<file path="src/rtl/fetch_pkg.sv">
// Shared definitions for the instruction fetch sequencer: FSM encoding,
// queue depth and the per-instruction byte stride.
package fetch_pkg;

  typedef enum logic [1:0] {
    FETCH = 2'd0,
    STALL = 2'd1,
    FAULT = 2'd2
  } fetch_state_e;

  localparam int unsigned FETCH_QUEUE_DEPTH = 2;
  localparam int unsigned INSTR_STRIDE      = 4;
  localparam int unsigned COUNT_W           = $clog2(FETCH_QUEUE_DEPTH + 1);

  localparam logic [COUNT_W-1:0] QUEUE_FULL = COUNT_W'(FETCH_QUEUE_DEPTH);

endpackage

</file>
<file path="src/rtl/fetch_queue.sv">
// Two-entry {pc, instruction} queue with push, pop and flush. The head slot
// is always slot 0, so the head outputs come straight from flops.
module fetch_queue
  import fetch_pkg::*;
#(
  parameter int DATA_WIDTH = 32
) (
  input  logic                  clk,
  input  logic                  rst_n,
  input  logic                  push,
  input  logic                  pop,
  input  logic                  flush,
  input  logic [DATA_WIDTH-1:0] push_pc,
  input  logic [DATA_WIDTH-1:0] push_instr,
  output logic [COUNT_W-1:0]    count,
  output logic                  head_valid,
  output logic [DATA_WIDTH-1:0] head_pc,
  output logic [DATA_WIDTH-1:0] head_instr
);

  typedef struct packed {
    logic [DATA_WIDTH-1:0] pc;
    logic [DATA_WIDTH-1:0] instr;
  } entry_t;

  entry_t               slot_q [FETCH_QUEUE_DEPTH];
  entry_t               slot_d [FETCH_QUEUE_DEPTH];
  entry_t               in_entry;
  logic [COUNT_W-1:0]   count_q, count_d;
  logic                 valid_q, valid_d;
  logic                 do_push, do_pop;

  assign in_entry = '{pc: push_pc, instr: push_instr};

  always_comb begin
    // NOTE: every signal driven here gets a default first, so no path can leave one unassigned and infer a latch.
    slot_d  = slot_q;
    count_d = count_q;
    do_pop  = pop && (count_q != '0);
    do_push = push && ((count_q != QUEUE_FULL) || do_pop);

    if (flush) begin
      count_d = '0;
    end else begin
      unique case ({do_push, do_pop})
        2'b10: begin
          slot_d[count_q[0]] = in_entry;
          count_d            = count_q + COUNT_W'(1);
        end
        2'b01: begin
          slot_d[0] = slot_q[1];
          count_d   = count_q - COUNT_W'(1);
        end
        2'b11: begin
          // Simultaneous push and pop: the new entry lands behind whatever survives the pop.
          if (count_q == QUEUE_FULL) begin
            slot_d[0] = slot_q[1];
            slot_d[1] = in_entry;
          end else begin
            slot_d[0] = in_entry;
          end
        end
        default: ;
      endcase
    end

    valid_d = (count_d != '0);
  end

  always_ff @(posedge clk or negedge rst_n) begin
    // NOTE: sequential state uses non-blocking assignments so every flop samples pre-edge values.
    if (!rst_n) begin
      // NOTE: the slots are reset (unlike a general memory) so the head reads zero out of reset.
      for (int i = 0; i < FETCH_QUEUE_DEPTH; i++) begin
        slot_q[i] <= '0;
      end
      count_q <= '0;
      valid_q <= 1'b0;
    end else begin
      slot_q  <= slot_d;
      count_q <= count_d;
      valid_q <= valid_d;
    end
  end

  assign count      = count_q;
  assign head_valid = valid_q;
  assign head_pc    = slot_q[0].pc;
  assign head_instr = slot_q[0].instr;

endmodule

</file>
<file path="src/rtl/fetch_sequencer.sv">
// Instruction fetch sequencer: walks the PC through program memory into a
// 2-entry queue. Define FETCH_BOUNDS_CHECK_EN to trap fetches past MEMORY_DEPTH.
module fetch_sequencer
  import fetch_pkg::*;
#(
  parameter int                    MEMORY_DEPTH = 32,
  parameter int                    DATA_WIDTH   = 32,
  parameter logic [DATA_WIDTH-1:0] RESET_PC     = '0
) (
  input  logic                  clk,
  input  logic                  reset,
  output logic [DATA_WIDTH-1:0] pc_address,
  input  logic [DATA_WIDTH-1:0] mem_instruction,
  input  logic                  halt,
  input  logic                  redirect_valid,
  input  logic [DATA_WIDTH-1:0] redirect_target,
  output logic                  instr_valid,
  input  logic                  instr_ready,
  output logic [DATA_WIDTH-1:0] instr_data,
  output logic [DATA_WIDTH-1:0] instr_pc,
  output logic                  fetch_fault
);

  localparam logic [DATA_WIDTH-1:0] STRIDE     = DATA_WIDTH'(INSTR_STRIDE);
  localparam logic [DATA_WIDTH-1:0] ALIGN_MASK = ~DATA_WIDTH'(INSTR_STRIDE - 1);

  if (MEMORY_DEPTH < 1 || DATA_WIDTH < 3) begin : g_bad_params
    $error("fetch_sequencer: MEMORY_DEPTH must be >= 1 and DATA_WIDTH >= 3");
  end

  fetch_state_e          state_q, state_d;
  logic [DATA_WIDTH-1:0] pc_q, pc_d;
  logic [COUNT_W-1:0]    count;
  logic                  push, pop, flush, room, out_of_range;

`ifdef FETCH_BOUNDS_CHECK_EN
  localparam logic [DATA_WIDTH-3:0] DEPTH_WORDS = (DATA_WIDTH-2)'(MEMORY_DEPTH);

  assign out_of_range = (pc_q[DATA_WIDTH-1:2] >= DEPTH_WORDS);
  assign fetch_fault  = (state_q == FAULT);
`else
  assign out_of_range = 1'b0;
  assign fetch_fault  = 1'b0;
`endif

  // A redirect cancels the pop as well as the push: the flushed head is never consumed.
  assign pop  = instr_valid && instr_ready && !redirect_valid;
  assign room = (count != QUEUE_FULL) || pop;

  always_comb begin
    state_d = state_q;
    pc_d    = pc_q;
    push    = 1'b0;
    flush   = 1'b0;

    if (redirect_valid) begin
      flush   = 1'b1;
      pc_d    = redirect_target & ALIGN_MASK;
      state_d = halt ? STALL : FETCH;
    end else begin
      unique case (state_q)
        FETCH: begin
          if (halt) begin
            state_d = STALL;
          end else if (room) begin
            if (out_of_range) begin
              state_d = FAULT;
            end else begin
              push = 1'b1;
              pc_d = pc_q + STRIDE;
            end
          end
        end
        STALL: begin
          if (!halt) state_d = FETCH;
        end
        FAULT: ;
        default: state_d = FETCH;
      endcase
    end
  end

  always_ff @(posedge clk or negedge reset) begin
    if (!reset) begin
      state_q <= FETCH;
      pc_q    <= RESET_PC;
    end else begin
      state_q <= state_d;
      pc_q    <= pc_d;
    end
  end

  assign pc_address = pc_q;

  fetch_queue #(
    .DATA_WIDTH (DATA_WIDTH)
  ) u_queue (
    .clk        (clk),
    .rst_n      (reset),
    .push       (push),
    .pop        (pop),
    .flush      (flush),
    .push_pc    (pc_q),
    .push_instr (mem_instruction),
    .count      (count),
    .head_valid (instr_valid),
    .head_pc    (instr_pc),
    .head_instr (instr_data)
  );

endmodule

</file>
<file path="config.mk">
export PLATFORM = sky130hd
export DESIGN_NAME = fetch_sequencer
export DESIGN_NICKNAME = d
export VERILOG_FILES = /design/src/rtl/fetch_pkg.sv /design/src/rtl/fetch_queue.sv /design/src/rtl/fetch_sequencer.sv
export SDC_FILE = /design/constraint.sdc
export NUM_CORES = 1
export LEC_CHECK = 0
export BUFFER_PORTS_ARGS = -buffer_cell sky130_fd_sc_hd__buf_2
export CAP_MARGIN = 20
export CELL_PAD_IN_SITES_DETAIL_PLACEMENT = 1
export CELL_PAD_IN_SITES_GLOBAL_PLACEMENT = 1
export CORE_ASPECT_RATIO = 1.4
export CORE_MARGIN = 2
export CORE_UTILIZATION = 30
export CTS_CLUSTER_SIZE = 28
export DETAILED_ROUTE_END_ITERATION = 16
export GPL_ROUTABILITY_DRIVEN = 0
export PLACE_DENSITY_LB_ADDON = 0.05
export SLEW_MARGIN = 20
export SYNTH_ARGS = -nofsm -noshare
export SYNTH_HDL_FRONTEND = slang
export SYNTH_SLANG_ARGS = --single-unit
</file>
<file path="constraint.sdc">
create_clock -name clk -period 3.4 [get_ports clk]
set_input_delay 0.68 -clock clk [delete_from_list [all_inputs] [get_ports clk]]
set_output_delay 0.68 -clock clk [all_outputs]
set_load 0.03 [all_outputs]
</file>
==> results of run 1 <==
==> synthesized netlist by cell type <==
cell | instances | share of area (%)
sky130_fd_sc_hd__dfrtp_1 | 159 | 50
sky130_fd_sc_hd__a21oi_1 | 126 | 7.9
sky130_fd_sc_hd__nand2_1 | 104 | 4.9
sky130_fd_sc_hd__buf_4 | 69 | 6.5
sky130_fd_sc_hd__o31ai_1 | 62 | 5.9
sky130_fd_sc_hd__mux2_2 | 46 | 6.5
sky130_fd_sc_hd__clkbuf_1 | 31 | 1.5
sky130_fd_sc_hd__xnor2_1 | 25 | 2.8
sky130_fd_sc_hd__o21ai_1 | 18 | 1.1
sky130_fd_sc_hd__mux2_1 | 17 | 2.4
sky130_fd_sc_hd__nor2_1 | 14 | 0.66
sky130_fd_sc_hd__o21ai_0 | 12 | 0.76
sky130_fd_sc_hd__inv_1 | 10 | 0.47
sky130_fd_sc_hd__buf_2 | 9 | 0.57
sky130_fd_sc_hd__nor3_1 | 8 | 0.50
sky130_fd_sc_hd__buf_6 | 7 | 0.99
sky130_fd_sc_hd__nand3_1 | 7 | 0.44
sky130_fd_sc_hd__xor2_1 | 7 | 0.77
sky130_fd_sc_hd__nor3_2 | 6 | 0.76
sky130_fd_sc_hd__and4_1 | 5 | 0.55
sky130_fd_sc_hd__ha_1 | 5 | 0.79
sky130_fd_sc_hd__and2_1 | 3 | 0.24
sky130_fd_sc_hd__nand4_1 | 3 | 0.24
sky130_fd_sc_hd__nor4_2 | 3 | 0.47
sky130_fd_sc_hd__buf_1 | 2 | 0.095
sky130_fd_sc_hd__a211o_1 | 1 | 0.11
sky130_fd_sc_hd__a21o_1 | 1 | 0.095
sky130_fd_sc_hd__and3_1 | 1 | 0.079
sky130_fd_sc_hd__and4_4 | 1 | 0.14
sky130_fd_sc_hd__conb_1 | 1 | 0.047
sky130_fd_sc_hd__mux2i_1 | 1 | 0.13
sky130_fd_sc_hd__nand2b_2 | 1 | 0.11
sky130_fd_sc_hd__nor2_2 | 1 | 0.079
sky130_fd_sc_hd__nor2b_1 | 1 | 0.079
sky130_fd_sc_hd__nor3b_4 | 1 | 0.24
sky130_fd_sc_hd__o2111a_1 | 1 | 0.14
sky130_fd_sc_hd__o2111ai_2 | 1 | 0.19
sky130_fd_sc_hd__o2111ai_4 | 1 | 0.33
sky130_fd_sc_hd__o211ai_1 | 1 | 0.095
sky130_fd_sc_hd__or2_2 | 1 | 0.079
sky130_fd_sc_hd__or3_1 | 1 | 0.079
==> routing by layer <==
layer  part of all wire [%]  vias up
li1                       -     2798
met1                     43     3031
met2                     51      134
met3                    4.4       19
met4                    1.4        0
met5                      0        -
==> power by group through the flow <==
stage | Sequential [mW] | Combinational, mW | Clock [mW]
CTS | 2.44 | 1.17 | 2.22
floorplan | 2.46 | 0.948 | 0
global route | 2.48 | 1.25 | 2.30
finish | 2.43 | 1.15 | 2.15
detailed placement | 2.47 | 1.17 | 0
global placement | 2.45 | 1.14 | 0
==> worst max-delay path, cell delays in order, from the launching register on <==
cell and delay [ps]:
sky130_fd_sc_hd__dfrtp_1 500, sky130_fd_sc_hd__nand2b_2 270, sky130_fd_sc_hd__o21ai_1 100, sky130_fd_sc_hd__or2_2 310
sky130_fd_sc_hd__inv_1 90, sky130_fd_sc_hd__ha_1 220, sky130_fd_sc_hd__a21o_2 180, sky130_fd_sc_hd__and2_2 340
sky130_fd_sc_hd__buf_4 290, sky130_fd_sc_hd__a21oi_1 100, sky130_fd_sc_hd__o31ai_1 230
==> layout make-up <==
class / instances / share of cell area (%)
Antenna cell: 1 / 0.02704
Timing Repair Buffer: 176 / 10.80
Multi-Input combinational cell: 489 / 34.38
Clock buffer: 22 / 5.016
Sequential cell: 159 / 43.00
Tap cell: 324 / 4.381
Inverter: 10 / 0.4056
Clock inverter: 10 / 1.988
==> logic make-up (layout without fill, tap and decap cells) <==
family | count (synthesis) | in the layout | share of synthesized area, %
fa+ha+maj | 5 | 5 | 0.7881
flops | 159 | 159 | 50.13
compound gates | 224 | 224 | 16.66
simple gates | 161 | 161 | 9.663
xor+xnor | 32 | 32 | 3.531
other cells | 1 | 4 | 0.04724
buf+inv | 128 | 218 | 10.12
mux | 64 | 64 | 9.064
==> stage by stage <==
step                power (mW)  setup WS, ps  cells  instance area [um2]
floorplan                3.409         689.9    776                 7945
global placement         3.585         434.4   1158                 8603
detailed placement       3.642         295.4   1158                 8603
CTS                      5.826         603.6   1190                 9251
global route             6.033         399.9   1190                 9251
finish                   5.729         641.5   1191                 9254
==> worst max-delay path by stage <==
stage,cells past startpoint,startpoint,slack (ps),endpoint
global route,10,u_queue.count[0],400,u_queue.head_instr[16]
finish,10,u_queue.count[0],640,u_queue.head_instr[16]
detailed placement,11,instr_ready,300,u_queue.head_instr[16]
global placement,11,instr_ready,430,u_queue.head_instr[17]
CTS,10,u_queue.count[0],600,u_queue.head_instr[16]
floorplan,10,instr_ready,690,u_queue.slot_q[50]
==> registers in the layout (all words and copies together), names as in the netlist <==
signal / count
u_queue.head_pc: 31
u_queue.head_valid: 1
u_queue.head_instr: 32
u_queue.slot_q: 62
pc_address: 30
state_q: 1
u_queue.count: 2
==> results_dict.tcl, run 1 <==
set metrics [dict create \
    global_route.peak_usage_layer "met2" \
    mostFrequentLayoutCell "sky130_fd_sc_hd__buf_2" \
    globalRoute.totalOverflow 0 \
    grt_use_total_pct 17.11 \
    regArea_mm2 0.003979 \
    timing.fmax_mhz 362.5 \
    finalSetupViolations 0 \
    syn_inst 774 \
    number_of_endpoints_with_negative_hold_slack_in_the_final_report 0 \
    reg2reg_to "u_queue.head_instr[16]" \
    static_power_due_to_leakage_nw 4.391 \
    slew_headroom_pct 41.02 \
    port_buffers 161 \
    period_share_pct 81.13 \
    final-max-slew-violation-count 0 \
    netSwitchingFraction_pct 31.60 \
    wire_per_inst_um 19.09 \
    postRouteWirelength_um 22740 \
    synth_seq_area_share_pct 50.13 \
    holdCritPathClass "input pin to asynchronous set/reset pin" \
    worst_skew_pair.late_latency_ps 430 \
    timing_worst_slew_pin_value_ps 884.8 \
    status "completed" \
    met2_usage_in_global_routing_pct 30.15 \
    setup.worst_path.end_class "register" \
    clock_skew_ps 5.998 \
    number_of_buffers_between_clock_root_and_the_deepest_sink 2 \
    p_comb_share_pct 20.0 \
    top_level_ports 167 \
    filler_cell_count 2957 \
    chipWidth_um 141.5 \
    grt_util_met1_pct 20.83 \
    via_to_cell_ratio 5.023 \
    drt_iter0_markers 197 \
    finish.utilization_pct 35.46 \
    worstPathRequired_ps 3720 \
    cts_resized 0 \
    first_global_vias 6581 \
    multi_input_comb_area_mm2 0.003182 \
    power_report.internal_total_mw 3.918 \
    synth_area_mm2 0.007938 \
    cts_inserted_buffers 17 \
    place_hpwl_um 15110 \
    grt_antenna_before_repair 1 \
    drt_pre_antenna_iters 4 \
    rsz0062_at_grt "no" \
    die_footprint_mm2 0.02779 \
    route.vias.total 5982 \
    route.antenna.remaining_nets 0 \
    grt_pass1_wl_um 36890 \
    path_clk_slew_ps 60 \
    effective_utilization_at_floorplan_pct 30.41 \
    die_h_um 196.5 \
    floorplan.rows 70 \
    groute.layer.met3.usage_pct 3.936 \
    timing.reg2reg.worst_path_depth 10 \
    ratio_of_cells_with_drive_above_1_in_the_final_layout_pct 31.29 \
    setup.reg_to_reg.worst_slack_ps 640 \
    cts_tree "built" \
    design.final.nets 927 \
    yosys.cell_types.count 41 \
    root_buffer "sky130_fd_sc_hd__clkbuf_16" \
    vdd_drop_max_v 0.0003744 \
    critical_path_peak_fanout 14 \
    ys_seq_elements 159 \
    synth-warning-count 0 \
    area_growth_pct 16.58 \
    synth_area_per_cell_um2 10.26 \
    crit_arrival_ps 3080 \
    cts_hold_repair.buffers 0 \
    placeableCoreArea_mm2 0.02610 \
    setup.worst_path.class "register to register" \
    max_cap_violations 0 \
    switching_power_mw 1.810 \
    finalWorstPathRequiredPeriod_ps 2758 \
    numClockSinks 159 \
    clock_power_share_pct 37.5 \
    whs_ps 163.9 \
    crit-reg2reg-launch "u_queue.count[0]" \
    final_cell_mix "sky130_fd_sc_hd__buf_2 (160), sky130_fd_sc_hd__dfrtp_1 (159), sky130_fd_sc_hd__a21oi_1 (126)" \
    sequential_cell_fraction_of_total_power_pct 42.5 \
    critical_path.startpoint_type "register" \
    cts_max_level 4 \
    maximum_number_of_pins_on_one_net_before_global_route_repair 69 \
    p_per_area_mw_per_mm2 619.1 \
    finalSetupTns_ps 0 \
    drt_drc_violations_left 0 \
    cts_setup_buffers 0 \
]
Power figures use the tool's default switching activity.
==> run 2, diff against run 1 <==
==> constraint.sdc (replaced) <==
create_clock -name clk -period 2.71 [get_ports clk]
set_input_delay 0.542 -clock clk [delete_from_list [all_inputs] [get_ports clk]]
set_output_delay 0.542 -clock clk [all_outputs]
set_load 0.03 [all_outputs]
==> run 2 against run 1 <==
Register-to-register slack got worse by 400 ps. Critical endpoint is now u_queue.head_instr[11]. First-iteration DRC count fell by 4.1%. Critical path type unchanged. Via count rose by 1.1%. Highest routed layer unchanged. Wire length rose by 1.2%.
==> results_dict.tcl, run 2 (synthesis gave the netlist of run 1 again) <==
set metrics [dict create \
    status "completed" \
    finalSetupViolations 0 \
    cts_inserted_buffers 17 \
    root_buffer "sky130_fd_sc_hd__clkbuf_16" \
    top_level_ports 167 \
    effective_utilization_at_floorplan_pct 30.41 \
    drt_pre_antenna_iters 4 \
    critical_path_peak_fanout 27 \
    mostFrequentLayoutCell "sky130_fd_sc_hd__buf_2" \
    timing.critical_path.cells "nand2b_2 -> o21ai_1 -> or2_2 -> inv_1 -> ha_1 -> a21o_2 -> and2_2 -> buf_12 -> a21oi_1 -> o31ai_1" \
    final-max-slew-violation-count 0 \
    final_cell_mix "sky130_fd_sc_hd__buf_2 (160), sky130_fd_sc_hd__dfrtp_1 (159), sky130_fd_sc_hd__a21oi_1 (126)" \
    report.power.total_mw 6.894 \
    port_buffers 161 \
    largest-register "u_queue.slot_q" \
    placeableCoreArea_mm2 0.02610 \
    finalSetupTns_ps 0 \
    holdCritPathClass "input pin to register" \
    slew_headroom_pct 47.11 \
    chipWidth_um 141.5 \
    grt_pass1_wl_um 36610 \
    design.final.nets 939 \
    die_footprint_mm2 0.02779 \
    rsz0062_at_grt "no" \
    timing.fmax_mhz 405.0 \
    setup.worst_path.end_class "register" \
    multi_input_comb_area_mm2 0.003182 \
    crit_buf_inv 2 \
    number_of_buffers_between_clock_root_and_the_deepest_sink 2 \
    worstPathRequired_ps 3030 \
    via_to_cell_ratio 5.031 \
    cts_tree "built" \
    final_antenna_diode_count 0 \
    period_share_pct 91.12 \
    max_stage_delay_ps 420 \
    finalWorstPathRequiredPeriod_ps 2469 \
    static_power_due_to_leakage_nw 4.441 \
    grt_use_total_pct 16.87 \
    number_of_endpoints_with_negative_hold_slack_in_the_final_report 0 \
    worst_skew_pair.late_latency_ps 430 \
    filler_cell_count 2936 \
    place_hpwl_um 15450 \
    path_clk_slew_ps 70 \
    numClockSinks 159 \
    critical-path-slowest-cell "sky130_fd_sc_hd__dfrtp_1" \
    ratio_of_cells_with_drive_above_1_in_the_final_layout_pct 32.46 \
    maximum_number_of_pins_on_one_net_before_global_route_repair 58 \
    drt_drc_violations_left 0 \
    floorplan.rows 70 \
    critical_path.startpoint_type "register" \
    crit_arrival_ps 2790 \
    p_per_area_mw_per_mm2 737.5 \
    clock_skew_ps 9.015 \
    cpLargestDelayFamily "simple AND/OR/NAND/NOR gates" \
    vdd_drop_max_v 0.0004489 \
    cts_max_level 4 \
    route.vias.total 6047 \
    route.antenna.remaining_nets 0 \
    timing_worst_slew_pin_value_ps 793.4 \
    whs_ps 288.5 \
    first_global_vias 6663 \
    grt_antenna_before_repair 0 \
    area_growth_pct 17.76 \
    max_cap_violations 0 \
    setup.reg_to_reg.worst_slack_ps 240 \
    regArea_mm2 0.003979 \
    wire_per_inst_um 19.15 \
    setup.worst_path.class "register to register" \
    postRouteWirelength_um 23010 \
    die_h_um 196.5 \
    max_reg_flops 62 \
    globalRoute.totalOverflow 0 \
    drt_iter0_markers 189 \
]
run 2: cell count changes in the layout (fill, tap and decap cells not counted), moves of 2 or more:
cell	previous run	this run
sky130_fd_sc_hd__buf_12	6	11
sky130_fd_sc_hd__buf_4	9	14
sky130_fd_sc_hd__bufinv_16	5	2
sky130_fd_sc_hd__clkbuf_1	3	0
sky130_fd_sc_hd__clkbuf_8	2	0
sky130_fd_sc_hd__clkinv_2	2	6
sky130_fd_sc_hd__clkinvlp_4	2	4
run 2: final timing paths:
kind / from / end / cells past startpoint
worst max register to register: u_queue.count[1] / u_queue.head_instr[11] / 10
min in group asynchronous: reset / u_queue.head_instr[17] / 2
worst min-delay path: halt / state_q[0] / 1
max in group asynchronous: reset / pc_address[27] / 3
worst max-delay path: u_queue.count[1] / u_queue.head_instr[11] / 10
worst min register to register: u_queue.head_instr[18] / u_queue.head_instr[18] / 2
run 2: per-layer routing:
layer  track usage, %  share of wire [%]
met1            20.77                 44
met4            6.111                1.9
met3            3.620                3.6
met5                0                  0
met2            29.04                 50
run 2: cell type report:
| class | count | share of cell area [%] |
|---|---|---|
| Inverter | 10 | 0.4016 |
| Tap cell | 324 | 4.337 |
| Clock buffer | 17 | 4.551 |
| Clock inverter | 15 | 1.566 |
| Sequential cell | 159 | 42.56 |
| Timing Repair Buffer | 188 | 12.54 |
| Multi-Input combinational cell | 489 | 34.04 |
run 2: repair_timing:
action,4_1_cts,5_1_grt
hold endpoints to repair,13,0
setup buffers,0,0
gates resized for setup,0,0
hold buffers,1,0
setup endpoints to repair,0,1
run 2: worst reg2reg max path: stages (launching register included):
cell                       delay (ps)
sky130_fd_sc_hd__dfrtp_1          420
sky130_fd_sc_hd__nand2b_2         180
sky130_fd_sc_hd__o21ai_1          110
sky130_fd_sc_hd__or2_2            310
sky130_fd_sc_hd__inv_1            100
sky130_fd_sc_hd__ha_1             220
sky130_fd_sc_hd__a21o_2           190
sky130_fd_sc_hd__and2_2           240
sky130_fd_sc_hd__buf_12           220
sky130_fd_sc_hd__a21oi_1          130
sky130_fd_sc_hd__o31ai_1          240
run 2: metrics by stage:
stage | cells | area (um2) | util (%) | worst slack (ps)
floorplan | 776 | 7945 | - | 117.0
global placement | 1168 | 8741 | 33.49 | 72.77
detailed placement | 1168 | 8741 | 33.49 | -19.70
CTS | 1201 | 9323 | 35.72 | 172.5
global route | 1202 | 9348 | 35.82 | 19.47
finish | 1202 | 9348 | 35.82 | 240.7
run 2: power breakdown:
group / leakage, nW / total (mW) / internal [mW] / switching (mW)
clock network: 0.275 / 2.38 / 1.35 / 1.03
registers: 2.05 / 3.05 / 2.75 / 0.297
logic: 2.11 / 1.46 / 0.490 / 0.971
